===== src/rtl/alu_share_arbiter_if.sv =====
// alu_share_arbiter_if: request/response channels of both requesters plus the ALU hookup
//   r0_*/r1_*  : valid/ready request (op, in1, in2) and valid/ready response (data, err)
//   alu_*      : operands toward the external ALU and its combinational result
//   busy       : arbiter is serving an operation
//   slave      : arbiter side; master: requester/ALU side
interface alu_share_arbiter_if #(
   parameter int WIDTH = 32,
   parameter int OPW   = 6
);
   logic             r0_valid, r0_ready, r0_rsp_valid, r0_rsp_ready, r0_rsp_err;
   logic [OPW-1:0]   r0_op;
   logic [WIDTH-1:0] r0_in1, r0_in2, r0_rsp_data;
   logic             r1_valid, r1_ready, r1_rsp_valid, r1_rsp_ready, r1_rsp_err;
   logic [OPW-1:0]   r1_op;
   logic [WIDTH-1:0] r1_in1, r1_in2, r1_rsp_data;
   logic [OPW-1:0]   alu_op;
   logic [WIDTH-1:0] alu_in1, alu_in2, alu_out;
   logic             busy;
   modport slave (
      input  r0_valid, r0_op, r0_in1, r0_in2, r0_rsp_ready,
      input  r1_valid, r1_op, r1_in1, r1_in2, r1_rsp_ready,
      input  alu_out,
      output r0_ready, r0_rsp_valid, r0_rsp_data, r0_rsp_err,
      output r1_ready, r1_rsp_valid, r1_rsp_data, r1_rsp_err,
      output alu_op, alu_in1, alu_in2, busy
   );
   modport master (
      output r0_valid, r0_op, r0_in1, r0_in2, r0_rsp_ready,
      output r1_valid, r1_op, r1_in1, r1_in2, r1_rsp_ready,
      output alu_out,
      input  r0_ready, r0_rsp_valid, r0_rsp_data, r0_rsp_err,
      input  r1_ready, r1_rsp_valid, r1_rsp_data, r1_rsp_err,
      input  alu_op, alu_in1, alu_in2, busy
   );
endinterface


===== src/rtl/alu_share_arbiter.sv =====
// alu_share_arbiter: round-robin sharing of one external combinational ALU between two requesters
//   clk : system clock
//   rst : synchronous active-high reset
//   bus : slave side of alu_share_arbiter_if (two request/response channels, ALU hookup, busy)
module alu_share_arbiter #(
   parameter int WIDTH = 32,
   parameter int OPW   = 6
) (
   input  logic               clk,
   input  logic               rst,
   alu_share_arbiter_if.slave bus
);
   typedef enum logic [1:0] {IDLE, EXEC, RESP} state_t;
   state_t           state_q, state_d;
   logic             owner_q, owner_d, last_q, last_d, err_q, err_d;
   logic [OPW-1:0]   op_q, op_d, acc_op;
   logic [WIDTH-1:0] in1_q, in1_d, in2_q, in2_d, res_q, res_d;
   logic             win, rdy0, rdy1, acc_legal, rsp_ack, rv0, rv1;
   // on a tie the requester that was not granted last wins
   assign win       = (bus.r0_valid && bus.r1_valid) ? !last_q : bus.r1_valid;
   assign rdy0      = state_q == IDLE && !rst && !win && bus.r0_valid;
   assign rdy1      = state_q == IDLE && !rst && win && bus.r1_valid;
   assign acc_op    = win ? bus.r1_op : bus.r0_op;
   // legal opcodes: the whole 01xxx block plus 11000 and 11101
   assign acc_legal = acc_op[4:3] == 2'b01 || acc_op[4:0] == 5'b11000 || acc_op[4:0] == 5'b11101;
   assign rsp_ack   = owner_q ? bus.r1_rsp_ready : bus.r0_rsp_ready;
   assign rv0       = state_q == RESP && !owner_q;
   assign rv1       = state_q == RESP && owner_q;
   always_comb begin
      state_d = state_q;
      owner_d = owner_q;
      last_d  = last_q;
      err_d   = err_q;
      op_d    = op_q;
      in1_d   = in1_q;
      in2_d   = in2_q;
      res_d   = res_q;
      case (state_q)
         IDLE: if (rdy0 || rdy1) begin
            op_d    = acc_op;
            in1_d   = win ? bus.r1_in1 : bus.r0_in1;
            in2_d   = win ? bus.r1_in2 : bus.r0_in2;
            owner_d = win;
            last_d  = win;
            err_d   = !acc_legal;
            state_d = EXEC;
         end
         EXEC: begin
            // illegal ops never latch whatever the ALU produces
            res_d   = err_q ? '0 : bus.alu_out;
            state_d = RESP;
         end
         RESP: state_d = rsp_ack ? IDLE : RESP;
         default: state_d = IDLE;
      endcase
   end
   always_ff @(posedge clk) begin
      if (rst) begin
         state_q <= IDLE;
         owner_q <= 1'b0;
         last_q  <= 1'b1;
         err_q   <= 1'b0;
         op_q    <= '0;
         in1_q   <= '0;
         in2_q   <= '0;
         res_q   <= '0;
      end else begin
         state_q <= state_d;
         owner_q <= owner_d;
         last_q  <= last_d;
         err_q   <= err_d;
         op_q    <= op_d;
         in1_q   <= in1_d;
         in2_q   <= in2_d;
         res_q   <= res_d;
      end
   end
   assign bus.r0_ready     = rdy0;
   assign bus.r1_ready     = rdy1;
   assign bus.r0_rsp_valid = rv0;
   assign bus.r1_rsp_valid = rv1;
   // the non-owner sees zeros so a result never leaks onto the wrong channel
   assign bus.r0_rsp_data  = rv0 ? res_q : '0;
   assign bus.r1_rsp_data  = rv1 ? res_q : '0;
   assign bus.r0_rsp_err   = rv0 && err_q;
   assign bus.r1_rsp_err   = rv1 && err_q;
   assign bus.alu_op       = op_q;
   assign bus.alu_in1      = in1_q;
   assign bus.alu_in2      = in2_q;
   assign bus.busy         = state_q != IDLE;
endmodule


===== src/flat_wrapper.sv =====
// flat-port wrapper written by rule: the top's interface ports become plain ports
module alu_share_arbiter_flat 
#(
   parameter int WIDTH = 32,
   parameter int OPW   = 6
)
  (clk, rst, bus_r0_valid, bus_r0_op, bus_r0_in1, bus_r0_in2, bus_r0_rsp_ready, bus_r1_valid, bus_r1_op, bus_r1_in1, bus_r1_in2, bus_r1_rsp_ready, bus_alu_out, bus_r0_ready, bus_r0_rsp_valid, bus_r0_rsp_data, bus_r0_rsp_err, bus_r1_ready, bus_r1_rsp_valid, bus_r1_rsp_data, bus_r1_rsp_err, bus_alu_op, bus_alu_in1, bus_alu_in2, bus_busy);
  alu_share_arbiter_if #(.WIDTH(WIDTH), .OPW(OPW)) bus_i ();
  input  logic clk;
  input  logic rst;
  input wire logic [$bits(bus_i.r0_valid)-1:0] bus_r0_valid;
  input wire logic [$bits(bus_i.r0_op)-1:0] bus_r0_op;
  input wire logic [$bits(bus_i.r0_in1)-1:0] bus_r0_in1;
  input wire logic [$bits(bus_i.r0_in2)-1:0] bus_r0_in2;
  input wire logic [$bits(bus_i.r0_rsp_ready)-1:0] bus_r0_rsp_ready;
  input wire logic [$bits(bus_i.r1_valid)-1:0] bus_r1_valid;
  input wire logic [$bits(bus_i.r1_op)-1:0] bus_r1_op;
  input wire logic [$bits(bus_i.r1_in1)-1:0] bus_r1_in1;
  input wire logic [$bits(bus_i.r1_in2)-1:0] bus_r1_in2;
  input wire logic [$bits(bus_i.r1_rsp_ready)-1:0] bus_r1_rsp_ready;
  input wire logic [$bits(bus_i.alu_out)-1:0] bus_alu_out;
  output wire logic [$bits(bus_i.r0_ready)-1:0] bus_r0_ready;
  output wire logic [$bits(bus_i.r0_rsp_valid)-1:0] bus_r0_rsp_valid;
  output wire logic [$bits(bus_i.r0_rsp_data)-1:0] bus_r0_rsp_data;
  output wire logic [$bits(bus_i.r0_rsp_err)-1:0] bus_r0_rsp_err;
  output wire logic [$bits(bus_i.r1_ready)-1:0] bus_r1_ready;
  output wire logic [$bits(bus_i.r1_rsp_valid)-1:0] bus_r1_rsp_valid;
  output wire logic [$bits(bus_i.r1_rsp_data)-1:0] bus_r1_rsp_data;
  output wire logic [$bits(bus_i.r1_rsp_err)-1:0] bus_r1_rsp_err;
  output wire logic [$bits(bus_i.alu_op)-1:0] bus_alu_op;
  output wire logic [$bits(bus_i.alu_in1)-1:0] bus_alu_in1;
  output wire logic [$bits(bus_i.alu_in2)-1:0] bus_alu_in2;
  output wire logic [$bits(bus_i.busy)-1:0] bus_busy;
  assign bus_i.r0_valid = bus_r0_valid;
  assign bus_i.r0_op = bus_r0_op;
  assign bus_i.r0_in1 = bus_r0_in1;
  assign bus_i.r0_in2 = bus_r0_in2;
  assign bus_i.r0_rsp_ready = bus_r0_rsp_ready;
  assign bus_i.r1_valid = bus_r1_valid;
  assign bus_i.r1_op = bus_r1_op;
  assign bus_i.r1_in1 = bus_r1_in1;
  assign bus_i.r1_in2 = bus_r1_in2;
  assign bus_i.r1_rsp_ready = bus_r1_rsp_ready;
  assign bus_i.alu_out = bus_alu_out;
  assign bus_r0_ready = bus_i.r0_ready;
  assign bus_r0_rsp_valid = bus_i.r0_rsp_valid;
  assign bus_r0_rsp_data = bus_i.r0_rsp_data;
  assign bus_r0_rsp_err = bus_i.r0_rsp_err;
  assign bus_r1_ready = bus_i.r1_ready;
  assign bus_r1_rsp_valid = bus_i.r1_rsp_valid;
  assign bus_r1_rsp_data = bus_i.r1_rsp_data;
  assign bus_r1_rsp_err = bus_i.r1_rsp_err;
  assign bus_alu_op = bus_i.alu_op;
  assign bus_alu_in1 = bus_i.alu_in1;
  assign bus_alu_in2 = bus_i.alu_in2;
  assign bus_busy = bus_i.busy;
  alu_share_arbiter #(.WIDTH(WIDTH), .OPW(OPW)) u_core (.clk(clk), .rst(rst), .bus(bus_i));
endmodule

===== config.mk =====
export PLATFORM = sky130hd
export DESIGN_NAME = alu_share_arbiter_flat
export DESIGN_NICKNAME = d
export VERILOG_FILES = /design/src/rtl/alu_share_arbiter_if.sv /design/src/rtl/alu_share_arbiter.sv /design/src/flat_wrapper.sv
export SDC_FILE = /design/constraint.sdc
export NUM_CORES = 1
export LEC_CHECK = 0
export BUFFER_PORTS_ARGS = -buffer_cell sky130_fd_sc_hd__buf_2
export CORE_AREA = 2 2 123 125
export DETAILED_ROUTE_END_ITERATION = 8
export DIE_AREA = 0 0 125 127
export PLACE_DENSITY_LB_ADDON = 0.12
export SYNTH_ARGS = -nofsm -noshare
export SYNTH_HDL_FRONTEND = slang
export SYNTH_SLANG_ARGS = --single-unit

===== constraint.sdc =====
create_clock -name clk -period 1.3 [get_ports clk]
set_input_delay 0.195 -clock clk [delete_from_list [all_inputs] [get_ports clk]]
set_output_delay 0.195 -clock clk [all_outputs]
set_load 0.01 [all_outputs]

==> reports/results.ini <==
[run_status]
status=finished, violations left
violations=negative setup slack

[sta]
rsz0062_at_grt=yes
fin_skew_ps=4.440
final_max_slew_viol_count=0
fin_ws_ps=-440.1
hold_violations=0
setup_viol=151
worstMarginPinSlew_ps=347.1
maxSlewHeadroom=0.7686
layout_min_cycle_time_ps=1740
timing.fmax_mhz=574.7
post-route-period-util=1.339

[route]
viasPerCell=4.946
wire_per_inst_um=16.72
drtAntennaViolNets=0
drc=0
dr_total_vias=5812
drt-initial-drc-count=211
drt-total-wl_mm=19.64
dr.pass1.iters=4

[placement]
postPlaceCellArea_um2=6907
dp_slack_ps=-178.0
io_buffers=318
gp_routability_congestion=0.7929
place_inst=1110
dp_hpwl_mm=12.03

[power_and_ir_drop]
p_int_mw=6.471
p_per_area_nw_per_um2=1075
power_mw=9.102
pwr-share-comb=0.277
power_frac_seq=0.411
vdd_ir_drop_max_uv=571.3
swShare=0.2891
total_leakage_power_nw=4.057
clock_power_share=0.311
power_switching_mw=2.632

[synthesis]
synthTopCellsByCount=nand2_1 (141), dfxtp_1 (107), nor2_1 (105), a311oi_1 (70), and2_1 (66)
ys_warn_count=0
yosysMostFrequentCell=nand2_1
synthCells=636
synth.distinct_cells=29
synth_area_um2=4942
synth_nets=814
async_reset_ff_frac=0
ys_ff_latch=107
synthFlopType=dfxtp_1
syn_area_per_cell_um2=7.771
synth_seq_area_share=0.4334
synth_top_cell_area_share=0.4334
synth_top_area_cell=dfxtp_1
synth_enable_flop_cells=0
synth_area_leaders=dfxtp_1 (43%), a311oi_1 (12%), nand2_1 (11%)

[die]
chipHeight_um=127
io_pins=319
die_area_um2=15880
die_x_um=125
start_util=0.3426
fp-row-count=44
core_region_area_um2=14420

[clock_network]
cts-buffers-inserted=9
clkTransAtPathRegs_ps=70
cts-root-buf=clkbuf_16
cts_tree=yes
htree_num_levels=3
clockBufferDepth=2
holdBufCountCts=0
cts.sinks=107
insertion_delay_ps=350

[worst_hold_path]
min_path_type=input pin to flop

[global_route]
grt_pass1_wl_mm=28.84
first_global_vias=5532
antenna_found_initial=2
grt_max_degree=61
grt.overflow.total=0
track_usage=0.2272

[setup_path]
cp-startpoint=u_core.state_q[1]$_SDFFE_PP0P_
cp-start-kind=flop
crit_end=bus_r0_rsp_data[2]
slowest_delay_ps=370
crit_fanout=17
critPathSlowestCell=dfxtp_4
timing_worst_setup_path_type=flop to output pin
r2r_end=u_core.bus.alu_in2[7]$_SDFFE_PP0P_
cp_cell_sequence=buf_6 > nor3b_4 > buf_6 > buf_12 > and2_1 > buf_2
cp_common_cell=buf_6
r2r_start=u_core.state_q[1]$_SDFFE_PP0P_
end_kind=output pin
rrSetupSlack_ps=-400
critical_path_arrival_ps=1550
required_ps=1110
reg2reg_depth=8

[finish]
fillers=1324
multi_input_area_um2=2723
drive_above_1_share=0.4686
fin_area_um2=8466
area_growth_pct=71.29
layout.area.seq_um2=2155
fin_cells=1175
fin_nets=1161

[flow_run]
cap_violations=0

==> repair_timing <==
action / 4_1_cts / 5_1_grt
pin swaps: 67 / 30
gates resized for setup: 67 / 66
endpoints found under the setup margin: 169 / 174
cloned: 19 / 4
endpoints found under the hold margin: 0 / 0
setup buffers: 26 / 4
==> cell families after synthesis <==
family,count (synthesis),share of synthesized area
xor+xnor,2,0.003545
flops,107,0.4334
mux,2,0.004051
simple gates,354,0.3334
buf+inv,61,0.05645
compound gates,110,0.1691
==> final cells by class <==
cell class | count | share of cell area
repair buffers | 395 | 0.3593
multi-input cells | 469 | 0.3216
clock buffers | 12 | 0.03030
flip-flops and latches | 107 | 0.2545
inverters | 1 | 0.0004434
well taps | 184 | 0.02719
diodes | 3 | 0.0008868
clock inverters | 4 | 0.005764
==> flip-flops by register name, indices dropped and copies added, names as in the netlist <==
name / cells
u_core.bus.alu_in2: 32
u_core.res_q: 32
u_core.owner_q: 1
u_core.err_q: 1
u_core.last_q: 1
u_core.bus.alu_in1: 32
u_core.bus.alu_op: 6
u_core.state_q: 2
==> worst max-delay path, delay by kind of cell (launching register included) <==
family,cells,cell delay (ps)
flops,1,370
simple gates,2,310
buf+inv,4,510
==> per-layer routing <==
metal  GRT usage  vias up  routed length (µm)  part of all wire
li1            -     2865                   -                 -
met1      0.2696     2660                7720              0.39
met2      0.3923      244                9952              0.51
met3     0.05193       43                1300             0.066
met4      0.1052        0                 669             0.034
met5           0        -                   0                 0
==> worst min path at each step <==
stage	endpoint	start	slack, ps	depth (start not counted)
final	u_core.bus.alu_in2[11]$_SDFFE_PP0P_	bus_r1_in2[11]	100	3
after CTS	u_core.bus.alu_in1[15]$_SDFFE_PP0P_	bus_r1_in1[15]	80	3
after floorplan	u_core.bus.alu_in2[10]$_SDFFE_PP0P_	bus_r1_in2[10]	350	2
after global placement	u_core.bus.alu_in1[1]$_SDFFE_PP0P_	bus_r1_in1[1]	460	3
after detailed placement	u_core.bus.alu_in2[11]$_SDFFE_PP0P_	bus_r1_in2[11]	470	3
after global routing	u_core.bus.alu_in1[29]$_SDFFE_PP0P_	bus_r0_in1[29]	100	3
==> layout by cell type (no fill, tap or decap), types with 2 or more instances in the layout <==
cell / synthesis / routed
buf_2: 25 / 293
nand2_1: 141 / 140
dfxtp_1: 107 / 103
nor2_1: 105 / 101
a311oi_1: 70 / 60
and2_1: 66 / 44
buf_6: 2 / 35
a21oi_1: 33 / 33
nor3b_1: 33 / 31
buf_12: 0 / 26
and2_4: 0 / 22
buf_4: 1 / 18
clkbuf_16: 0 / 12
buf_16: 0 / 12
a311oi_2: 0 / 10
buf_8: 0 / 8
nor2_2: 0 / 4
diode_2: 0 / 3
dfxtp_4: 0 / 3
and2b_4: 0 / 2
xor2_1: 2 / 2
o211ai_1: 2 / 2
clkbuf_8: 0 / 2
clkinv_2: 0 / 2
==> power groups by stage <==
| stage | logic [mW] | registers [mW] | clock network (mW) |
|---|---|---|---|
| 4_1_cts | 2.51 | 3.74 | 2.89 |
| 5_1_grt | 2.74 | 3.78 | 3.03 |
| 2_1_floorplan | 0.914 | 3.88 | 0 |
| 3_3_place_gp | 1.86 | 3.81 | 0 |
| 6_report | 2.52 | 3.75 | 2.83 |
| 3_5_place_dp | 1.86 | 3.80 | 0 |
==> per-stage QoR <==
step	hold slack [ps]	utilization	TNS, ps
6_report	99.05	0.5869	-47280
5_1_grt	98.04	0.5867	-59480
4_1_cts	84.16	0.5698	-41000
3_5_place_dp	465.5	0.4788	-10120
3_3_place_gp	461.6	0.4788	-7125
2_1_floorplan	354.0	-	-4.186
No activity file was read; power rests on OpenSTA's default activity.
